## src/rtl/blink_code_sched_if.sv

```systemverilog
// Requester-side code push channel for blink_code_sched.
// The master presents a blink code; the scheduler (slave) accepts it when code_ready is high.
interface blink_code_sched_if #(
    parameter int unsigned CODE_WIDTH = 4
) ();
    logic                  code_valid;
    logic [CODE_WIDTH-1:0] code_data;
    logic                  code_ready;

    modport master (
        output code_valid,
        output code_data,
        input  code_ready
    );

    modport slave (
        input  code_valid,
        input  code_data,
        output code_ready
    );
endinterface

```

## src/rtl/blink_code_sched.sv

```systemverilog
// Status LED scheduler: plays queued blink codes as pulse trains, otherwise mirrors a heartbeat.
// Optional BLINK_CODE_SCHED_DROP_EN: never backpressure, drop pushes while full and count them.
module blink_code_sched #(
    parameter int unsigned PULSE_LEN_COUNT = 32'h007F_27C2,
    parameter int unsigned INTER_CODE_GAP  = 32'h01FC_9F08,
    parameter int unsigned CODE_WIDTH      = 4,
    parameter int unsigned FIFO_DEPTH      = 4
) (
    input  logic                        clk,
    input  logic                        rst,
    input  logic                        hb_in,
    blink_code_sched_if.slave           req,
    output logic                        led_out,
    output logic                        busy,
    output logic [$clog2(FIFO_DEPTH):0] fifo_level,
    output logic [31:0]                 codes_done
`ifdef BLINK_CODE_SCHED_DROP_EN
    ,
    output logic [31:0]                 codes_dropped
`endif
);

    localparam int unsigned AW = $clog2(FIFO_DEPTH);
    localparam int unsigned LW = AW + 1;

    localparam logic [31:0]   PULSE_LAST = 32'(PULSE_LEN_COUNT - 1);
    localparam logic [31:0]   GAP_LAST   = 32'(INTER_CODE_GAP - 1);
    localparam logic [LW-1:0] FULL_LEVEL = LW'(FIFO_DEPTH);

    localparam logic [1:0] S_IDLE = 2'd0;
    localparam logic [1:0] S_ON   = 2'd1;
    localparam logic [1:0] S_OFF  = 2'd2;
    localparam logic [1:0] S_GAP  = 2'd3;

    logic [1:0]            state, state_nxt;
    logic [31:0]           pulse_cnt, pulse_nxt;
    logic [CODE_WIDTH-1:0] rem_cnt, rem_nxt;
    logic                  led_nxt;
    logic                  done_inc;

    logic [CODE_WIDTH-1:0] mem [FIFO_DEPTH];
    logic [AW-1:0]         wr_ptr;
    logic [AW-1:0]         rd_ptr;
    logic                  fifo_full;
    logic                  fifo_empty;
    logic                  push;
    logic                  pop;
    logic [CODE_WIDTH-1:0] head;

    assign fifo_full  = (fifo_level == FULL_LEVEL);
    assign fifo_empty = (fifo_level == '0);
    assign head       = mem[rd_ptr];

    // Acceptance is judged on pre-pop occupancy, so a full FIFO never takes a code on its pop cycle.
`ifdef BLINK_CODE_SCHED_DROP_EN
    logic drop;
    assign req.code_ready = 1'b1;
    assign push           = req.code_valid && !fifo_full;
    assign drop           = req.code_valid && fifo_full;
`else
    assign req.code_ready = !fifo_full;
    assign push           = req.code_valid && req.code_ready;
`endif

    // Code storage; contents need no reset since occupancy gates every read.
    always_ff @(posedge clk) begin
        if (push) begin
            mem[wr_ptr] <= req.code_data;
        end
    end

    // FIFO pointers and occupancy.
    always_ff @(posedge clk or negedge rst) begin
        if (!rst) begin
            wr_ptr     <= '0;
            rd_ptr     <= '0;
            fifo_level <= '0;
        end else begin
            if (push) begin
                wr_ptr <= wr_ptr + AW'(1);
            end
            if (pop) begin
                rd_ptr <= rd_ptr + AW'(1);
            end
            case ({push, pop})
                2'b10:   fifo_level <= fifo_level + LW'(1);
                2'b01:   fifo_level <= fifo_level - LW'(1);
                default: fifo_level <= fifo_level;
            endcase
        end
    end

`ifdef BLINK_CODE_SCHED_DROP_EN
    // Saturating count of pushes refused because the FIFO was full.
    always_ff @(posedge clk or negedge rst) begin
        if (!rst) begin
            codes_dropped <= '0;
        end else if (drop && (codes_dropped != 32'hFFFF_FFFF)) begin
            codes_dropped <= codes_dropped + 32'd1;
        end
    end
`endif

    // Next state; led_nxt is the LED level for the cycle spent in state_nxt.
    always_comb begin
        state_nxt = state;
        pulse_nxt = pulse_cnt;
        rem_nxt   = rem_cnt;
        led_nxt   = 1'b0;
        pop       = 1'b0;
        done_inc  = 1'b0;
        case (state)
            S_IDLE: begin
                led_nxt = hb_in;
                if (!fifo_empty) begin
                    pop = 1'b1;
                    // A zero code carries no pulses and is discarded without leaving IDLE.
                    if (head != '0) begin
                        state_nxt = S_ON;
                        rem_nxt   = head;
                        pulse_nxt = '0;
                        led_nxt   = 1'b1;
                    end
                end
            end
            S_ON: begin
                led_nxt = 1'b1;
                if (pulse_cnt == PULSE_LAST) begin
                    pulse_nxt = '0;
                    led_nxt   = 1'b0;
                    if (rem_cnt > CODE_WIDTH'(1)) begin
                        rem_nxt   = rem_cnt - CODE_WIDTH'(1);
                        state_nxt = S_OFF;
                    end else begin
                        state_nxt = S_GAP;
                    end
                end else begin
                    pulse_nxt = pulse_cnt + 32'd1;
                end
            end
            S_OFF: begin
                if (pulse_cnt == PULSE_LAST) begin
                    pulse_nxt = '0;
                    led_nxt   = 1'b1;
                    state_nxt = S_ON;
                end else begin
                    pulse_nxt = pulse_cnt + 32'd1;
                end
            end
            S_GAP: begin
                if (pulse_cnt == GAP_LAST) begin
                    pulse_nxt = '0;
                    led_nxt   = hb_in;
                    done_inc  = 1'b1;
                    state_nxt = S_IDLE;
                end else begin
                    pulse_nxt = pulse_cnt + 32'd1;
                end
            end
            default: begin
                state_nxt = S_IDLE;
                pulse_nxt = '0;
                rem_nxt   = '0;
                led_nxt   = 1'b0;
            end
        endcase
    end

    // State, counters and registered outputs.
    always_ff @(posedge clk or negedge rst) begin
        if (!rst) begin
            state      <= S_IDLE;
            pulse_cnt  <= '0;
            rem_cnt    <= '0;
            led_out    <= 1'b0;
            busy       <= 1'b0;
            codes_done <= '0;
        end else begin
            state     <= state_nxt;
            pulse_cnt <= pulse_nxt;
            rem_cnt   <= rem_nxt;
            led_out   <= led_nxt;
            busy      <= (state_nxt != S_IDLE);
            if (done_inc) begin
                codes_done <= codes_done + 32'd1;
            end
        end
    end

endmodule

```

## src/flat_wrapper.sv

```systemverilog
// flat-port wrapper written by rule: the top's interface ports become plain ports
module blink_code_sched_flat 
#(
    parameter int unsigned PULSE_LEN_COUNT = 32'h007F_27C2,
    parameter int unsigned INTER_CODE_GAP  = 32'h01FC_9F08,
    parameter int unsigned CODE_WIDTH      = 4,
    parameter int unsigned FIFO_DEPTH      = 4
)
  (clk, rst, hb_in, led_out, busy, fifo_level, codes_done, req_code_valid, req_code_data, req_code_ready);
  blink_code_sched_if #(.CODE_WIDTH(CODE_WIDTH)) req_i ();
  input  logic clk;
  input  logic rst;
  input  logic hb_in;
  output logic led_out;
  output logic busy;
  output logic [$clog2(FIFO_DEPTH):0] fifo_level;
  output logic [31:0] codes_done;
  input wire logic [$bits(req_i.code_valid)-1:0] req_code_valid;
  input wire logic [$bits(req_i.code_data)-1:0] req_code_data;
  output wire logic [$bits(req_i.code_ready)-1:0] req_code_ready;
  assign req_i.code_valid = req_code_valid;
  assign req_i.code_data = req_code_data;
  assign req_code_ready = req_i.code_ready;
  blink_code_sched #(.PULSE_LEN_COUNT(PULSE_LEN_COUNT), .INTER_CODE_GAP(INTER_CODE_GAP), .CODE_WIDTH(CODE_WIDTH), .FIFO_DEPTH(FIFO_DEPTH)) u_core (.clk(clk), .rst(rst), .hb_in(hb_in), .req(req_i), .led_out(led_out), .busy(busy), .fifo_level(fifo_level), .codes_done(codes_done));
endmodule
```

## config.mk

```make
export PLATFORM = sky130hd
export DESIGN_NAME = blink_code_sched_flat
export DESIGN_NICKNAME = d
export VERILOG_FILES = /design/src/rtl/blink_code_sched_if.sv /design/src/rtl/blink_code_sched.sv /design/src/flat_wrapper.sv
export SDC_FILE = /design/constraint.sdc
export NUM_CORES = 1
export LEC_CHECK = 0
export ABC_AREA = 0
export BUFFER_PORTS_ARGS = -buffer_cell sky130_fd_sc_hd__buf_2
export CORE_MARGIN = 4
export CORE_UTILIZATION = 54
export DETAILED_ROUTE_END_ITERATION = 6
export GPL_ROUTABILITY_DRIVEN = 0
export PLACE_DENSITY = 0.76
export REMOVE_ABC_BUFFERS = 1
export SLEW_MARGIN = 30
export SYNTH_ARGS = -nofsm -noshare
export SYNTH_HDL_FRONTEND = slang
export SYNTH_SLANG_ARGS = --single-unit
export TNS_END_PERCENT = 30
```

## constraint.sdc

```tcl
create_clock -name clk -period 2.6 [get_ports clk]
set_input_delay 0.39 -clock clk [delete_from_list [all_inputs] [get_ports clk]]
set_output_delay 0.39 -clock clk [all_outputs]
set_load 0.02 [all_outputs]
```

# Word-level counts from Yosys, hierarchy flattened
# Memory sizes are Yosys's and may differ from the RTL's.
# Index checks and enable logic that the tools add are counted.
# word_totals
ram_bits	16
inputBits	8
word_cells	71
n_memories	1
reg_bits	79
out_inout_bits	38
# classes
n_lt_le_gt_ge	1
n_eq_ne	12
muxes	30
n_addsub	7
reduce_logical	11
# mem_list
memory	depth	width	rd	rd_clocked_by_memory_dff	write_ports	line_no	source
u_core.mem	4	4	1	0	1	blink_code_sched.sv:41	logic [CODE_WIDTH-1:0] mem [FIFO_DEPTH];
# op_table
operator	count
32-bit 2-to-1 mux	4
32-bit case mux with 3 select lines	1
32-bit by 1-bit adder with 32-bit output (second input constant)	2
32-bit by 23-bit equality test with 1-bit output (second input constant)	1
32-bit by 25-bit equality test with 1-bit output (second input constant)	1
4-bit 2-to-1 mux	4
1-bit 2-to-1 mux	12
2-bit 2-to-1 mux	5
2-bit case mux with 4 select lines	1
4-bit case mux with 2 select lines	1
2-bit equality test (second input constant)	3
2-bit by 1-bit inequality test with 1-bit output (second input constant)	3
3-bit case mux with 2 select lines	1
2-bit nonzero test	3
5-bit AND reduction	1
2-bit by 1-bit adder with 2-bit output (second input constant)	2
2-bit by 1-bit equality test with 1-bit output (second input constant)	2
4-bit by 1-bit > comparator with 1-bit output (second input constant)	1
1-bit case mux with 4 select lines	1
4-bit nonzero test	1
4-bit by 1-bit subtractor with 4-bit output (second input constant)	1
3-bit by 1-bit adder with 3-bit output (second input constant)	1
3-bit equality test (second input constant)	1
3-bit logical NOT	1
7 further kinds	7

# Longest topological paths before layout
# An unclocked memory read counts as a cell.
# depth
ltp_word	6
depth_mapped	11
depth_no_buf	10

# Worst setup path after synthesis
# Ideal clock, no wire load.
# synth_timing
path_type	flip-flop to flip-flop
start	register u_core.pulse_cnt[7]
end	register u_core.pulse_cnt[24]
synth_period_minus_slack_ns	2.511
arrival_ns	2.390
n_path_buf	2
t_required_ns	2.479
path_stages_with_launch	9
setup_slack_ns	0.089
setup_ns	0.121
cell_sequence	dfrtp_1 buf_6 or4_1 or4_4 o31ai_4 a21o_1 nor2_1 buf_2 a22o_1
# synth_via
elab_chain_len	3
elab_cells_between_ends	6
classes_between	add/sub: 1; eq/ne: 2; mux: 3
# synth_lines
element	line_no	source
start: declaration	blink_code_sched.sv:36	logic [31:0] pulse_cnt, pulse_nxt;
start signal: assignment	blink_code_sched.sv:180	pulse_cnt <= pulse_nxt;
32-bit by 1-bit adder with 32-bit output, or another cell as far along	blink_code_sched.sv:138, blink_code_sched.sv:147, blink_code_sched.sv:157	
32-bit 2-to-1 mux, on equally long branches	blink_code_sched.sv:151, blink_code_sched.sv:128, blink_code_sched.sv:142	
32-bit case mux with 3 select lines *	blink_code_sched.sv:112	case (state)
# Every way passes the cells marked *; elsewhere a longest branch is shown, timed or not.
# A chain may end at the register's enable or synchronous reset.

# Worst setup path in the final report
# layout_timing
start	register u_core.pulse_cnt[7]
end	register u_core.codes_done[25]
# layout_via
elab_chain_len	3
# layout_lines
element	line_no	source
32-bit by 25-bit equality test with 1-bit output	blink_code_sched.sv:151	if (pulse_cnt == GAP_LAST) begin
1-bit 2-to-1 mux	blink_code_sched.sv:151	
1-bit 2-to-1 mux	blink_code_sched.sv:112	
end signal: assignment	blink_code_sched.sv:185	codes_done <= codes_done + 32'd1;
end: declaration	blink_code_sched.sv:16	output logic [31:0] codes_done
# Every way passes these cells.

==> flow_summary.json <==
{
  "syn_area_per_cell_um2": 10.3,
  "ant_nets": 0,
  "met3_wirelength_um": 485,
  "cp_slowest_cell": "or4_1",
  "syn2layout_area_growth_pct": 15.6,
  "leakage_nw": 2.80,
  "netlist_instances": 495,
  "synth_seq_cells": 95,
  "cp_top_family": "simple AND/OR/NAND/NOR gates",
  "grt_max_degree": 47,
  "clock_latency_ns": 0.37,
  "crit_chain": "or4_1 -> or4_4 -> nor4_4 -> nand4_4 -> nor4_4 -> xor2_1",
  "dieArea_mm2": 0.0111,
  "io-pin-count": 46,
  "synth_cell_type_count": 63,
  "viasPerCell": 5.75,
  "required_ns": 2.89,
  "syn_area_mm2": 0.00512,
  "grt_usage_pct": 20.7,
  "critPathLaunchType": "register",
  "cts.clk_slew.worst_paths_ns": 0.10,
  "fin_util_pct": 64.0,
  "power_density_mw_per_mm2": 781,
  "outcome": "finished, final reports clean",
  "slowest_delay_ns": 0.51,
  "fin_skew_ns": 0.00710,
  "critPathArrivalTime_ns": 2.81,
  "slew_viol_final": 0,
  "drv_cap": 0,
  "ys_async_sr_fraction_pct": 83.2,
  "die_h_um": 105,
  "drt-pass1-iter-count": 5,
  "tritoncts": "yes",
  "grt_pass1_vias": 3826,
  "ir_drop_mv": 0.766,
  "fin_nets": 586,
  "critPathMaxFanout": 10,
  "crit_top_cell": "nor4_4",
  "synth_top_cell_area_share_pct": 38.6,
  "hold_viol": 0,
  "crit_type": "register to register",
  "place.port_buffers": 45,
  "hpwl_mm": 8.21,
  "fmaxAchievable_mhz": 397,
  "antenna_found_initial": 0,
  "drc": 0,
  "cts_setup_buffers": 0,
  "maxSlewHeadroom_pct": 50.6,
  "setup_viol": 0,
  "drt_iter0_markers": 207,
  "drive_above_1_share_pct": 20.6,
  "grt_overflow": 0,
  "tns_ns": 0,
  "die_x_um": 105,
  "rows": 35,
  "clock_path_buffers": 2,
  "synthTopCellsByArea": "dfrtp_1, edfxtp_1, ha_1",
  "vias": 4001,
  "yosysTopAreaCell": "dfrtp_1",
  "fin_crit_sh_pct": 96.9,
  "finalPower_w": 0.00462,
  "min_period_ns": 2.52,
  "endpoint_kind": "register",
  "top_layer_used": "met4",
  "cp.buffers_inverters": 0,
  "clk_root_buffer_cell": "clkbuf_8",
  "start_util_pct": 55.4,
  "final_common_cell": "dfrtp_1",
  "routedWlPerCell_um": 16.3,
  "dr_wl_met2_mm": 5.57,
  "yosysWarnings": 0,
  "cts_buffers": 9,
  "synth_edf_count": 16,
  "cts.sinks": 95,
  "ys.flop_type": "dfrtp_1",
  "drt-met1-wl_mm": 5.09,
  "cts_max_level": 3,
  "routed_wl_mm": 11.3,
  "seq_area_frac_synth_pct": 48.0,
  "rsz0062_at_grt": "true",
  "grt_pass1_wl_mm": 18.6,
  "tightest_slew_ns": 0.740,
  "diodes": 0,
  "hp-class": "input pin to register",
  "final_cell_mix": "dfrtp_1, nor2_1, buf_2, nand2_1, inv_1",
  "core_area_mm2": 0.00924
}
## state kept, by name, indices dropped and copies added (netlist names)
register and count:
u_core.busy 1, u_core.codes_done 32, u_core.fifo_level 3, u_core.led_out 1, u_core.mem 16, u_core.pulse_cnt 32, u_core.rd_ptr 2, u_core.rem_cnt 4
u_core.state 2, u_core.wr_ptr 2
## path summary, 6_finish.rpt
check	start	endpoint	slack, ns	cells after the start
worst min register to register	u_core.codes_done[31]	u_core.codes_done[31]	0.48	1
worst max-delay path	u_core.pulse_cnt[7]	u_core.codes_done[25]	0.08	6
min in group asynchronous	rst	u_core.codes_done[5]	0.50	2
worst max register to register	u_core.pulse_cnt[7]	u_core.codes_done[25]	0.08	6
max in group asynchronous	rst	u_core.rd_ptr[0]	1.47	3
worst min-delay path	req_code_data[2]	u_core.mem[1][2]	0.24	1
## synthesized netlist by cell type (2+ instances only)
library cell,n
o311ai_0,2
xor2_1,20
a22oi_1,2
o31ai_1,7
nor4_4,3
and2_1,3
mux4_2,4
dfrtp_1,79
mux2i_1,4
and4_1,4
a221o_1,2
o22ai_1,2
ha_1,15
buf_2,7
nor2_1,46
nor4bb_1,2
o21ai_1,2
o2bb2a_1,2
a22o_1,13
or2_2,7
a31oi_1,5
edfxtp_1,16
xnor2_1,17
o21a_1,2
a21oi_1,8
o21ai_0,15
o211ai_1,2
nor3_1,10
clkbuf_1,7
and3_1,13
or3_1,5
nand2_1,41
a21o_1,13
nor3_2,6
nand3_1,29
nor4_1,8
nand4_1,13
inv_1,31
o41ai_1,4
## where the power goes
| part | total, W | leakage, nW | internal, W | switching (W) |
|---|---|---|---|---|
| registers | 0.00184 | 1.22 | 0.00170 | 0.000148 |
| logic | 0.00167 | 1.47 | 0.000677 | 0.000995 |
| clock network | 0.00110 | 0.112 | 0.000555 | 0.000550 |
## kinds of logic (layout without fill, tap and decap cells)
logic type | Yosys count | count (layout) | synth area share, %
simple gates | 202 | 202 | 22.1
compound gates | 90 | 90 | 13.1
xor+xnor | 37 | 37 | 6.33
mux | 9 | 9 | 2.76
flops | 95 | 95 | 48.0
fa+ha+maj | 16 | 16 | 4.06
buf+inv | 46 | 118 | 3.69
## metrics by stage
step                      worst slack [ns]  cells  instance area, um2  hold WS (ns)
after floorplan                     -0.349    480                5040        0.0944
after global placement               0.133    679                5660         0.367
after detailed placement            0.0924    679                5660         0.369
after CTS                           0.0625    696                5900         0.219
after global routing               -0.0191    696                5920         0.220
final                               0.0818    696                5920         0.236
## final cells by class
cell class,instances,area [um2]
Sequential cell,95,2460
Multi-Input combinational cell,354,2490
Inverter,31,116
Timing Repair Buffer,71,463
Clock buffer,9,124
Clock inverter,7,105
Fill cell,769,3320
Tap cell,129,161
## routing by layer
layer,track usage (%),vias up
met5,0,-
met4,7.31,0
met3,3.86,15
met2,34.6,104
met1,27.1,1952
li1,-,1930
## what timing repair did
| action | in CTS | in global routing |
|---|---|---|
| hold buffers | 1 | 0 |
| gates resized for setup | 0 | 3 |
| hold endpoints to repair | 33 | 0 |
| endpoints found under the setup margin | 0 | 6 |
Note: power is estimated with default switching activity, not from simulation.
